<file path="config.mk">
export PLATFORM = sky130hd
export DESIGN_NAME = demux1_8_16b_wq_flat
export DESIGN_NICKNAME = d
export VERILOG_FILES = /design/src/rtl/demux1_8_16b_wq_pkg.sv /design/src/rtl/demux1_8_16b_wq_if.sv /design/src/rtl/demux1_8_16b_wq_wq_fifo.sv /design/src/rtl/demux1_8_16b_wq.sv /design/src/flat_wrapper.sv
export SDC_FILE = /design/constraint.sdc
export NUM_CORES = 1
export LEC_CHECK = 0
export ABC_CLOCK_PERIOD_IN_PS = 3660
export BUFFER_PORTS_ARGS = -buffer_cell sky130_fd_sc_hd__buf_2
export CAP_MARGIN = 20
export CORE_UTILIZATION = 44
export DETAILED_ROUTE_END_ITERATION = 8
export PLACE_DENSITY = 0.7
export RECOVER_POWER = 100
export SYNTH_ARGS = -nofsm -noshare
export SYNTH_HDL_FRONTEND = slang
export SYNTH_HIERARCHICAL = 1
export SYNTH_SLANG_ARGS = --single-unit
</file>
<file path="constraint.sdc">
create_clock -name clk -period 3.66 [get_ports clk]
set_input_delay 0.183 -clock clk [delete_from_list [all_inputs] [get_ports clk]]
set_output_delay 0.183 -clock clk [all_outputs]
set_load 0.01 [all_outputs]
</file>
<file path="src/rtl/demux1_8_16b_wq_pkg.sv">
// Shared constants for the 1:8 write-queue demux: widths, queue depth,
// and the destination-index to output-register mapping.
package demux1_8_16b_wq_pkg;

  localparam int WQ_DATA_W   = 16;
  localparam int WQ_SEL_W    = 3;
  localparam int WQ_DEPTH    = 2;
  localparam int WQ_NUM_DEST = 8;

  // Destination index N selects output register Out(N+1)
  typedef enum logic [WQ_SEL_W-1:0] {
    SEL_OUT1 = 3'd0,
    SEL_OUT2 = 3'd1,
    SEL_OUT3 = 3'd2,
    SEL_OUT4 = 3'd3,
    SEL_OUT5 = 3'd4,
    SEL_OUT6 = 3'd5,
    SEL_OUT7 = 3'd6,
    SEL_OUT8 = 3'd7
  } dest_sel_e;

  // One-hot decode of a destination index into per-register write strobes
  function automatic logic [WQ_NUM_DEST-1:0] sel_onehot(input logic [WQ_SEL_W-1:0] sel);
    sel_onehot      = '0;
    sel_onehot[sel] = 1'b1;
  endfunction

endpackage

</file>
<file path="src/rtl/demux1_8_16b_wq_if.sv">
// Bus bundle for the write-queue demux: write request side plus the
// eight destination registers and status flags.
interface demux1_8_16b_wq_if
  import demux1_8_16b_wq_pkg::*;
#(
  parameter int DATA_W = WQ_DATA_W
);

  logic                wr_valid;
  logic [WQ_SEL_W-1:0] wr_sel;
  logic [DATA_W-1:0]   wr_data;
  logic                hold;
  logic                wr_ready;
  logic                busy;
  logic                err;
  logic [DATA_W-1:0]   Out1;
  logic [DATA_W-1:0]   Out2;
  logic [DATA_W-1:0]   Out3;
  logic [DATA_W-1:0]   Out4;
  logic [DATA_W-1:0]   Out5;
  logic [DATA_W-1:0]   Out6;
  logic [DATA_W-1:0]   Out7;
  logic [DATA_W-1:0]   Out8;

  modport master (
    output wr_valid, wr_sel, wr_data, hold,
    input  wr_ready, busy, err,
    input  Out1, Out2, Out3, Out4, Out5, Out6, Out7, Out8
  );

  modport slave (
    input  wr_valid, wr_sel, wr_data, hold,
    output wr_ready, busy, err,
    output Out1, Out2, Out3, Out4, Out5, Out6, Out7, Out8
  );

endinterface

</file>
<file path="src/rtl/demux1_8_16b_wq_wq_fifo.sv">
// Small circular write queue holding (sel, data) pairs with wrap-around
// read/write pointers and an occupancy count.
module wq_fifo #(
  parameter int DATA_W = 16,
  parameter int SEL_W  = 3,
  parameter int DEPTH  = 2,
  localparam int PTR_W = $clog2(DEPTH),
  localparam int CNT_W = $clog2(DEPTH + 1)
) (
  input  logic              clk,
  input  logic              rst,
  input  logic              push_i,
  input  logic              pop_i,
  input  logic [SEL_W-1:0]  sel_i,
  input  logic [DATA_W-1:0] data_i,
  output logic [CNT_W-1:0]  count_o,
  output logic [SEL_W-1:0]  head_sel_o,
  output logic [DATA_W-1:0] head_data_o
);

  localparam logic [PTR_W-1:0] PTR_LAST = PTR_W'(DEPTH - 1);

  logic [SEL_W-1:0]  sel_mem_q  [DEPTH];
  logic [DATA_W-1:0] data_mem_q [DEPTH];
  logic [PTR_W-1:0]  wr_ptr_q, wr_ptr_d;
  logic [PTR_W-1:0]  rd_ptr_q, rd_ptr_d;
  logic [CNT_W-1:0]  count_q, count_d;

  function automatic logic [PTR_W-1:0] ptr_next(input logic [PTR_W-1:0] p);
    return (p == PTR_LAST) ? '0 : p + PTR_W'(1);
  endfunction

  // Next-state pointers and count; a simultaneous push and pop leaves count as is
  always_comb begin
    wr_ptr_d = wr_ptr_q;
    rd_ptr_d = rd_ptr_q;
    count_d  = count_q;
    if (push_i) wr_ptr_d = ptr_next(wr_ptr_q);
    if (pop_i)  rd_ptr_d = ptr_next(rd_ptr_q);
    case ({push_i, pop_i})
      2'b10:   count_d = count_q + CNT_W'(1);
      2'b01:   count_d = count_q - CNT_W'(1);
      default: count_d = count_q;
    endcase
  end

  // Pointer and count state; reset empties the queue so stale entries are never read
  always_ff @(posedge clk or posedge rst) begin
    if (rst) begin
      wr_ptr_q <= '0;
      rd_ptr_q <= '0;
      count_q  <= '0;
    end else begin
      wr_ptr_q <= wr_ptr_d;
      rd_ptr_q <= rd_ptr_d;
      count_q  <= count_d;
    end
  end

  // Entry storage needs no reset because occupancy is tracked by count
  always_ff @(posedge clk) begin
    if (push_i) begin
      sel_mem_q[wr_ptr_q]  <= sel_i;
      data_mem_q[wr_ptr_q] <= data_i;
    end
  end

  assign count_o     = count_q;
  assign head_sel_o  = sel_mem_q[rd_ptr_q];
  assign head_data_o = data_mem_q[rd_ptr_q];

endmodule

</file>
<file path="src/rtl/demux1_8_16b_wq.sv">
// 1:8 write demux behind a two-entry write queue: accepted writes are
// queued and retired in order into one of eight destination registers.
module demux1_8_16b_wq
  import demux1_8_16b_wq_pkg::*;
#(
  parameter int DATA_W = WQ_DATA_W,
  parameter int DEPTH  = WQ_DEPTH
) (
  input logic              clk,
  input logic              rst,
  demux1_8_16b_wq_if.slave bus
);

  localparam int CNT_W = $clog2(DEPTH + 1);

  logic [CNT_W-1:0]       count;
  logic [WQ_SEL_W-1:0]    head_sel;
  logic [DATA_W-1:0]      head_data;
  logic                   ready;
  logic                   push;
  logic                   pop;
  logic [WQ_NUM_DEST-1:0] dest_hit;
  logic [DATA_W-1:0]      out_q [WQ_NUM_DEST];
  logic                   err_q;

  assign ready    = !rst && (count < CNT_W'(DEPTH));
  assign push     = bus.wr_valid && ready;
  assign pop      = (count != '0) && !bus.hold;
  assign dest_hit = sel_onehot(head_sel);

  wq_fifo #(
    .DATA_W (DATA_W),
    .SEL_W  (WQ_SEL_W),
    .DEPTH  (DEPTH)
  ) u_wq_fifo (
    .clk         (clk),
    .rst         (rst),
    .push_i      (push),
    .pop_i       (pop),
    .sel_i       (bus.wr_sel),
    .data_i      (bus.wr_data),
    .count_o     (count),
    .head_sel_o  (head_sel),
    .head_data_o (head_data)
  );

  // Sticky overflow flag: any request refused for lack of space sets it until reset
  always_ff @(posedge clk or posedge rst) begin
    if (rst) begin
      err_q <= 1'b0;
    end else if (bus.wr_valid && !ready) begin
      err_q <= 1'b1;
    end
  end

  // Destination registers: only the register addressed by the retiring head entry loads
  for (genvar i = 0; i < WQ_NUM_DEST; i++) begin : g_dest
    always_ff @(posedge clk or posedge rst) begin
      if (rst) begin
        out_q[i] <= '0;
      end else if (pop && dest_hit[i]) begin
        out_q[i] <= head_data;
      end
    end
  end

  assign bus.wr_ready = ready;
  assign bus.busy     = (count != '0);
  assign bus.err      = err_q;
  assign bus.Out1     = out_q[SEL_OUT1];
  assign bus.Out2     = out_q[SEL_OUT2];
  assign bus.Out3     = out_q[SEL_OUT3];
  assign bus.Out4     = out_q[SEL_OUT4];
  assign bus.Out5     = out_q[SEL_OUT5];
  assign bus.Out6     = out_q[SEL_OUT6];
  assign bus.Out7     = out_q[SEL_OUT7];
  assign bus.Out8     = out_q[SEL_OUT8];

endmodule
</file>
<file path="src/flat_wrapper.sv">
// flat-port wrapper written by rule: the top's interface ports become plain ports
module demux1_8_16b_wq_flat import demux1_8_16b_wq_pkg::*;
#(
  parameter int DATA_W = WQ_DATA_W,
  parameter int DEPTH  = WQ_DEPTH
)
  (clk, rst, bus_wr_valid, bus_wr_sel, bus_wr_data, bus_hold, bus_wr_ready, bus_busy, bus_err, bus_Out1, bus_Out2, bus_Out3, bus_Out4, bus_Out5, bus_Out6, bus_Out7, bus_Out8);
  demux1_8_16b_wq_if #(.DATA_W(DATA_W)) bus_i ();
  input logic clk;
  input logic rst;
  input wire logic [$bits(bus_i.wr_valid)-1:0] bus_wr_valid;
  input wire logic [$bits(bus_i.wr_sel)-1:0] bus_wr_sel;
  input wire logic [$bits(bus_i.wr_data)-1:0] bus_wr_data;
  input wire logic [$bits(bus_i.hold)-1:0] bus_hold;
  output wire logic [$bits(bus_i.wr_ready)-1:0] bus_wr_ready;
  output wire logic [$bits(bus_i.busy)-1:0] bus_busy;
  output wire logic [$bits(bus_i.err)-1:0] bus_err;
  output wire logic [$bits(bus_i.Out1)-1:0] bus_Out1;
  output wire logic [$bits(bus_i.Out2)-1:0] bus_Out2;
  output wire logic [$bits(bus_i.Out3)-1:0] bus_Out3;
  output wire logic [$bits(bus_i.Out4)-1:0] bus_Out4;
  output wire logic [$bits(bus_i.Out5)-1:0] bus_Out5;
  output wire logic [$bits(bus_i.Out6)-1:0] bus_Out6;
  output wire logic [$bits(bus_i.Out7)-1:0] bus_Out7;
  output wire logic [$bits(bus_i.Out8)-1:0] bus_Out8;
  assign bus_i.wr_valid = bus_wr_valid;
  assign bus_i.wr_sel = bus_wr_sel;
  assign bus_i.wr_data = bus_wr_data;
  assign bus_i.hold = bus_hold;
  assign bus_wr_ready = bus_i.wr_ready;
  assign bus_busy = bus_i.busy;
  assign bus_err = bus_i.err;
  assign bus_Out1 = bus_i.Out1;
  assign bus_Out2 = bus_i.Out2;
  assign bus_Out3 = bus_i.Out3;
  assign bus_Out4 = bus_i.Out4;
  assign bus_Out5 = bus_i.Out5;
  assign bus_Out6 = bus_i.Out6;
  assign bus_Out7 = bus_i.Out7;
  assign bus_Out8 = bus_i.Out8;
  demux1_8_16b_wq #(.DATA_W(DATA_W), .DEPTH(DEPTH)) u_core (.clk(clk), .rst(rst), .bus(bus_i));
endmodule
</file>
# Word level (Yosys, flattened, before mapping)
# Memories as Yosys holds them, arrays and structs flattened.
# Index checks and enable logic that the tools add are counted.
# op_classes
addsub	4
magnitude_cmp	3
eq_ne	2
muxes	7
n_reduce_logical	18
# ops
op	n
logical AND 1 bit	13
2-to-1 mux 1 bit	5
< comparator 3 x 4 -> 1 bit (second input constant)	1
one-hot mux 2 bit (2 select lines)	1
nonzero test 2 bit	2
demux 1 bit (select 3 bit)	1
>= comparator 3 x 1 -> 1 bit (second input constant)	1
logical NOT 1 bit	3
adder 1 bit (second input constant)	2
adder 2 x 1 -> 2 bit (second input constant)	1
equality test 2 x 1 -> 1 bit (second input constant)	1
equality test 2 bit (second input constant)	1
< comparator 2 bit (second input constant)	1
subtractor 2 x 1 -> 2 bit (second input constant)	1
# word_totals
regBits	133
ram_bits	38
inputBits	23
output_inout_bits	131
wordCells	48
n_memories	2
# mem_list
memory	words	width	rd	rd_ports_with_merged_regs	write_ports	line_no	rtl
u_core.u_wq_fifo.data_mem_q	2	16	1	0	1	demux1_8_16b_wq_wq_fifo.sv:24	logic [DATA_W-1:0] data_mem_q [DEPTH];
u_core.u_wq_fifo.sel_mem_q	2	3	1	0	1	demux1_8_16b_wq_wq_fifo.sv:23	logic [SEL_W-1:0] sel_mem_q [DEPTH];

# Logic depth before layout (Yosys ltp)
# An unclocked memory read counts as a cell.
# depth
depth_word	6
mapped_depth	7
mapped_depth_nobuf	7

# Modules after synthesis
# The synthesis kept the hierarchy.
# by_module_without_submodules
module	n_inst	cells_each	area_per_inst_um2	seq_area_each_um2
demux1_8_16b_wq	1	288	4883.4	3228.1
wq_fifo	1	74	1555.2	1241.2

# Worst setup path before layout
# OpenSTA, ideal clock, no wires.
# synth_path
path_kind	reg2reg
from	register u_core.u_wq_fifo.count_q[1], in the netlist u_core/u_wq_fifo/count_o[1]
to	memory u_core.u_wq_fifo.data_mem_q[0][0], enable pin
setup_ns	0.395
t_arrival_ns	1.697
t_required_ns	3.265
setup_slack_ns	1.569
path_stages_with_launch	5
path_buffers	0
synth_period_minus_slack_ns	2.091
path_cell_list	dfrtp_1 -> nor2_1 -> and2_1 -> inv_1 -> nor2_1
# synth_via
elab_chain_len	5
# synth_lines
element	line_no	rtl
from (decl)	demux1_8_16b_wq_wq_fifo.sv:27	logic [CNT_W-1:0] count_q, count_d;
from (signal assigned)	demux1_8_16b_wq_wq_fifo.sv:56	count_q <= count_d;
< comparator 2 bit	demux1_8_16b_wq.sv:26	assign ready = !rst && (count < CNT_W'(DEPTH));
logical AND 1 bit	demux1_8_16b_wq.sv:26	
named net bus_wr_ready	flat_wrapper.sv:15	output wire logic [$bits(bus_i.wr_ready)-1:0] bus_wr_ready;
logical AND 1 bit	demux1_8_16b_wq.sv:27	assign push = bus.wr_valid && ready;
named net u_core.push	demux1_8_16b_wq.sv:20	logic push;
2-to-1 mux 1 bit	demux1_8_16b_wq_wq_fifo.sv:62	if (push_i) begin
2-to-1 mux 1 bit (implied by the code)	demux1_8_16b_wq_wq_fifo.sv:64	data_mem_q[wr_ptr_q] <= data_i;
to (decl)	demux1_8_16b_wq_wq_fifo.sv:24	
# The timed path passes the listed nets, and every way through them passes these cells.

# Final worst setup path
# layout_path
from	register u_core.u_wq_fifo.rd_ptr_q
to	register u_core.out_q (netlist bit u_core/bus.Out4[5])
# layout_via
elab_chain_len	6
word_cells_on_any_way	8
classes_between	2 x order compare; 2 x mux; 2 x reduce/logical; 2 x memory
# layout_lines
element	line_no	rtl
from (decl)	demux1_8_16b_wq_wq_fifo.sv:26	logic [PTR_W-1:0] rd_ptr_q, rd_ptr_d;
from (signal assigned)	demux1_8_16b_wq_wq_fifo.sv:55	rd_ptr_q <= rd_ptr_d;
memory read (2 x 3 bit) (*)	-	
named net u_core.head_sel[2]	demux1_8_16b_wq.sv:17	logic [WQ_SEL_W-1:0] head_sel;
< comparator 3 x 4 -> 1 bit (implied by the code) / >= comparator 3 x 1 -> 1 bit (equally long branches)	demux1_8_16b_wq_pkg.sv:25	sel_onehot[sel] = 1'b1;
logical AND 1 bit (implied by the code)	demux1_8_16b_wq_pkg.sv:25	
2-to-1 mux 1 bit (implied by the code)	demux1_8_16b_wq_pkg.sv:25	
demux 1 bit (select 3 bit) (*)	-	
logical AND 1 bit (*)	demux1_8_16b_wq.sv:61	end else if (pop && dest_hit[i]) begin
to (signal, indexed assignment)	demux1_8_16b_wq.sv:62	out_q[i] <= head_data;
to (decl)	demux1_8_16b_wq.sv:23	logic [DATA_W-1:0] out_q [WQ_NUM_DEST];
# Mark *: on every way through the listed nets, which the timed path passes. The rest lies on a longest branch.
# A chain may end at the register's enable or synchronous reset.

==> metrics.json <==
{
  "global_route": {
    "antenna_violations_before_repair": 0,
    "grt_most_used_layer": "met2",
    "grt_start_max_net_pins": 69,
    "use_met2_pct": 32.7,
    "use_met1_pct": 26.4,
    "grt_first_pass_wirelength_um": 22500,
    "grt.met3_usage_pct": 7.10,
    "via_count_of_the_first_global_routing_pass": 3965,
    "global_route.overflow_total": 0,
    "globalRouteTotalUtil_pct": 20.7
  },
  "cts": {
    "tritoncts.num_buffers": 17,
    "cts_num_sinks": 171,
    "cts_max_path_buffers": 2,
    "post-cts-setup-buffers": 0,
    "insertion_delay_ns": 0.43,
    "cts-root-buf": "sky130_fd_sc_hd__clkbuf_16",
    "clk_slew_on_worst_s_h_paths_ns": 0.06,
    "tritoncts": "built",
    "h-tree-depth": 4
  },
  "drt": {
    "antenna_left": 0,
    "via_per_inst": 5.06,
    "drt_first_pass_iters": 4,
    "route.detailed.drc": 0,
    "drt_wl_total_um": 14600,
    "drt-wirelength-per-cell_um": 19.7,
    "detailedRoute.firstIterationViolations": 118,
    "dr_total_vias": 3736
  },
  "job": {
    "max-cap-violations": 1
  },
  "final_layout": {
    "commonest_non_fill_non_tap_cell_in_the_layout": "sky130_fd_sc_hd__clkbuf_1",
    "final_core_utilization_pct": 56.3,
    "fillCellCount": 1206,
    "layout-area-overhead-vs-synth_pct": 23.2,
    "layout_common_cells": "sky130_fd_sc_hd__clkbuf_1 (147), sky130_fd_sc_hd__mux2_2 (140), sky130_fd_sc_hd__dfrtp_1 (133)",
    "final_net_count": 570,
    "antenna-diode-count": 0,
    "drive_above_1_share_pct": 32.9,
    "multiInputGateArea_um2": 1840,
    "area.sequential_um2": 4470
  },
  "timing": {
    "worst_margin_pin_slew_ns": 1.67,
    "clock_skew_ns": 0.0144,
    "fmax_ghz": 0.342,
    "min_period_over_period_pct": 79.9,
    "finalSetupTns_ns": 0,
    "max_slew_margin_pct": -12.0,
    "finalHoldViolations": 0,
    "rsz_0062_raised_after_global_routing": "false",
    "finalSetupViolCount": 0,
    "maxSlewViolCount": 20,
    "post-route-min-period_ns": 2.92
  },
  "placed_design": {
    "gpl.final_weighted_congestion": 0.765,
    "port_buffers": 153,
    "dp.final_hpwl_um": 9850
  },
  "worst_setup_path": {
    "end_kind": "flop",
    "critical_path_required_ns": 3.96,
    "worstSetupPathType": "reg -> reg",
    "crit_path_max_fanout": 16,
    "reg2regPathDepth": 5,
    "crit_path_top_delay_cell": "sky130_fd_sc_hd__nand3_1",
    "worstPathCellList": "buf_4 > mux2_1 > nor2_1 > nand3_1 > mux2_2",
    "start_kind": "flop",
    "cp.arrival_ns": 3.23,
    "critical_path.max_stage_delay_ns": 0.81
  },
  "die": {
    "floorplan.die.height_um": 123,
    "die_area_um2": 15100,
    "start_util_pct": 45.7,
    "ioPinCount": 154,
    "core.rowCount": 43,
    "core_area_um2": 14100,
    "die-width_um": 123
  },
  "logic_synthesis": {
    "post_synth_instance_area_um2": 6440,
    "synth.lib_cells_used.distinct": 25,
    "syn_area_per_cell_um2": 17.8,
    "share_of_the_yosys_chip_area_belonging_to_registers_pct": 69.4,
    "synth-warning-count": 6,
    "synth.ff_latch_count": 171,
    "synthesis.nets": 386,
    "syn_inst": 362
  },
  "worst_hold_path": {
    "hold_class": "in -> reg",
    "number_of_cells_on_the_worst_hold_path": 3
  },
  "power": {
    "irDropWorstVdd_mv": 0.434,
    "power.density_cell_area_nw_per_um2": 910,
    "static-leakage-power_nw": 3.26
  },
  "run_status": {
    "failed_checks": "capacitance limit, slew limit",
    "status": "complete, but fails checks"
  }
}
power by group:
group	switching, W	internal (W)
clock	0.000703	0.00104
combinational	0.00127	0.00104
sequential	0.000432	0.00273
total	0.00240	0.00482
logic make-up (layout without fill, tap and decap cells):
group           count (synthesis)  after routing  share of synthesized area, %
flops                         171            171                          69.4
mux                           147            147                          25.7
simple gates                   20             20                          2.04
buf+inv                        15            212                          1.61
xor+xnor                        5              5                         0.680
compound gates                  3              3                         0.350
fa+ha+maj                       1              1                         0.194
critical path, delay by kind of cell, from the launching register on:
kind	cells	cell delay (ns)
buffers and inverters	1	0.30
DFF	1	0.54
muxes	2	0.99
and+or+nand+nor	2	0.97
synthesized netlist by cell type:
cell                       instances  area share [%]
sky130_fd_sc_hd__nor3_1            1           0.078
sky130_fd_sc_hd__o21ai_0           1           0.078
sky130_fd_sc_hd__and2_1            2            0.19
sky130_fd_sc_hd__nor3_4            1            0.25
sky130_fd_sc_hd__buf_2             5            0.39
sky130_fd_sc_hd__inv_1             4            0.23
sky130_fd_sc_hd__buf_4             1            0.12
sky130_fd_sc_hd__nand2b_1          1           0.097
sky130_fd_sc_hd__nand2_1           1           0.058
sky130_fd_sc_hd__o21ba_2           1            0.16
sky130_fd_sc_hd__dfrtp_1         133              52
sky130_fd_sc_hd__mux2_2          142              25
sky130_fd_sc_hd__buf_6             5            0.87
sky130_fd_sc_hd__xor2_1            3            0.41
sky130_fd_sc_hd__nand3_2           2            0.31
sky130_fd_sc_hd__edfxtp_1         38              18
sky130_fd_sc_hd__nand2_2           3            0.29
sky130_fd_sc_hd__o21a_1            1            0.12
sky130_fd_sc_hd__nor2_1            6            0.35
sky130_fd_sc_hd__nor3b_2           1            0.19
sky130_fd_sc_hd__mux2_1            5            0.87
sky130_fd_sc_hd__nor2b_1           1           0.097
sky130_fd_sc_hd__ha_1              1            0.19
sky130_fd_sc_hd__xnor2_1           2            0.27
sky130_fd_sc_hd__nand3b_1          1            0.12
final timing paths:
| path | from | end | slack (ns) |
|---|---|---|---|
| worst min register to register | u_core/bus.Out6[14]$_DFFE_PP0P_ | u_core/bus.Out6[14]$_DFFE_PP0P_ | 0.49 |
| worst max register to register | u_core/u_wq_fifo/rd_ptr_q$_DFFE_PP0P_ | u_core/bus.Out4[5]$_DFFE_PP0P_ | 0.74 |
| max in group asynchronous | rst | u_core/bus.Out5[3]$_DFFE_PP0P_ | 1.37 |
| min in group asynchronous | rst | u_core/u_wq_fifo/rd_ptr_q$_DFFE_PP0P_ | 0.28 |
| worst min-delay path | bus_wr_valid | u_core/bus.err$_DFFE_PP0P_ | 0.04 |
| worst max-delay path | u_core/u_wq_fifo/rd_ptr_q$_DFFE_PP0P_ | u_core/bus.Out4[5]$_DFFE_PP0P_ | 0.74 |
through the flow:
stage	worst slack [ns]	cell area (µm²)	total power [W]	hold WS, ns	instances
floorplan	0.0360	6440	0.00459	-0.0509	362
global placement	1.10	7370	0.00561	0.118	687
detailed placement	1.05	7370	0.00570	0.131	687
CTS	1.02	8150	0.00749	0.0306	739
global route	0.509	7930	0.00766	0.0746	739
finish	0.736	7930	0.00722	0.0377	739
state kept, by name (all words and copies together) (netlist names):
signal                       cells
u_core/bus.Out5                 16
u_core/bus.Out1                 16
u_core/u_wq_fifo/sel_mem_q       6
u_core/u_wq_fifo/rd_ptr_q        1
u_core/u_wq_fifo/count_o         2
u_core/bus.Out2                 16
u_core/u_wq_fifo/wr_ptr_q        1
u_core/bus.Out8                 16
u_core/bus.Out6                 16
u_core/bus.Out4                 16
u_core/bus.Out7                 16
u_core/bus.err                   1
u_core/u_wq_fifo/data_mem_q     32
u_core/bus.Out3                 16
area by class of cell:
cell class	count	share of cell area (%)
tap	180	2.84
inverter	4	0.221
timing repair buffer	176	10.2
clock buffer	22	5.85
multi-input combinational	176	23.2
clock inverter	10	1.40
sequential	171	56.4
timing repair:
action,CTS,global route
hold buffers,20,0
endpoints found under the hold margin,74,0
setup endpoints to repair,0,0
resized for setup,0,0
metal layers:
layer  vias up  part of all wire (%)
met5         -                     0
met3        19                   7.9
met4         0                   1.5
li1       1674                     -
met1      1907                    43
met2       136                    47
Note: power is estimated with default switching activity, not from simulation.
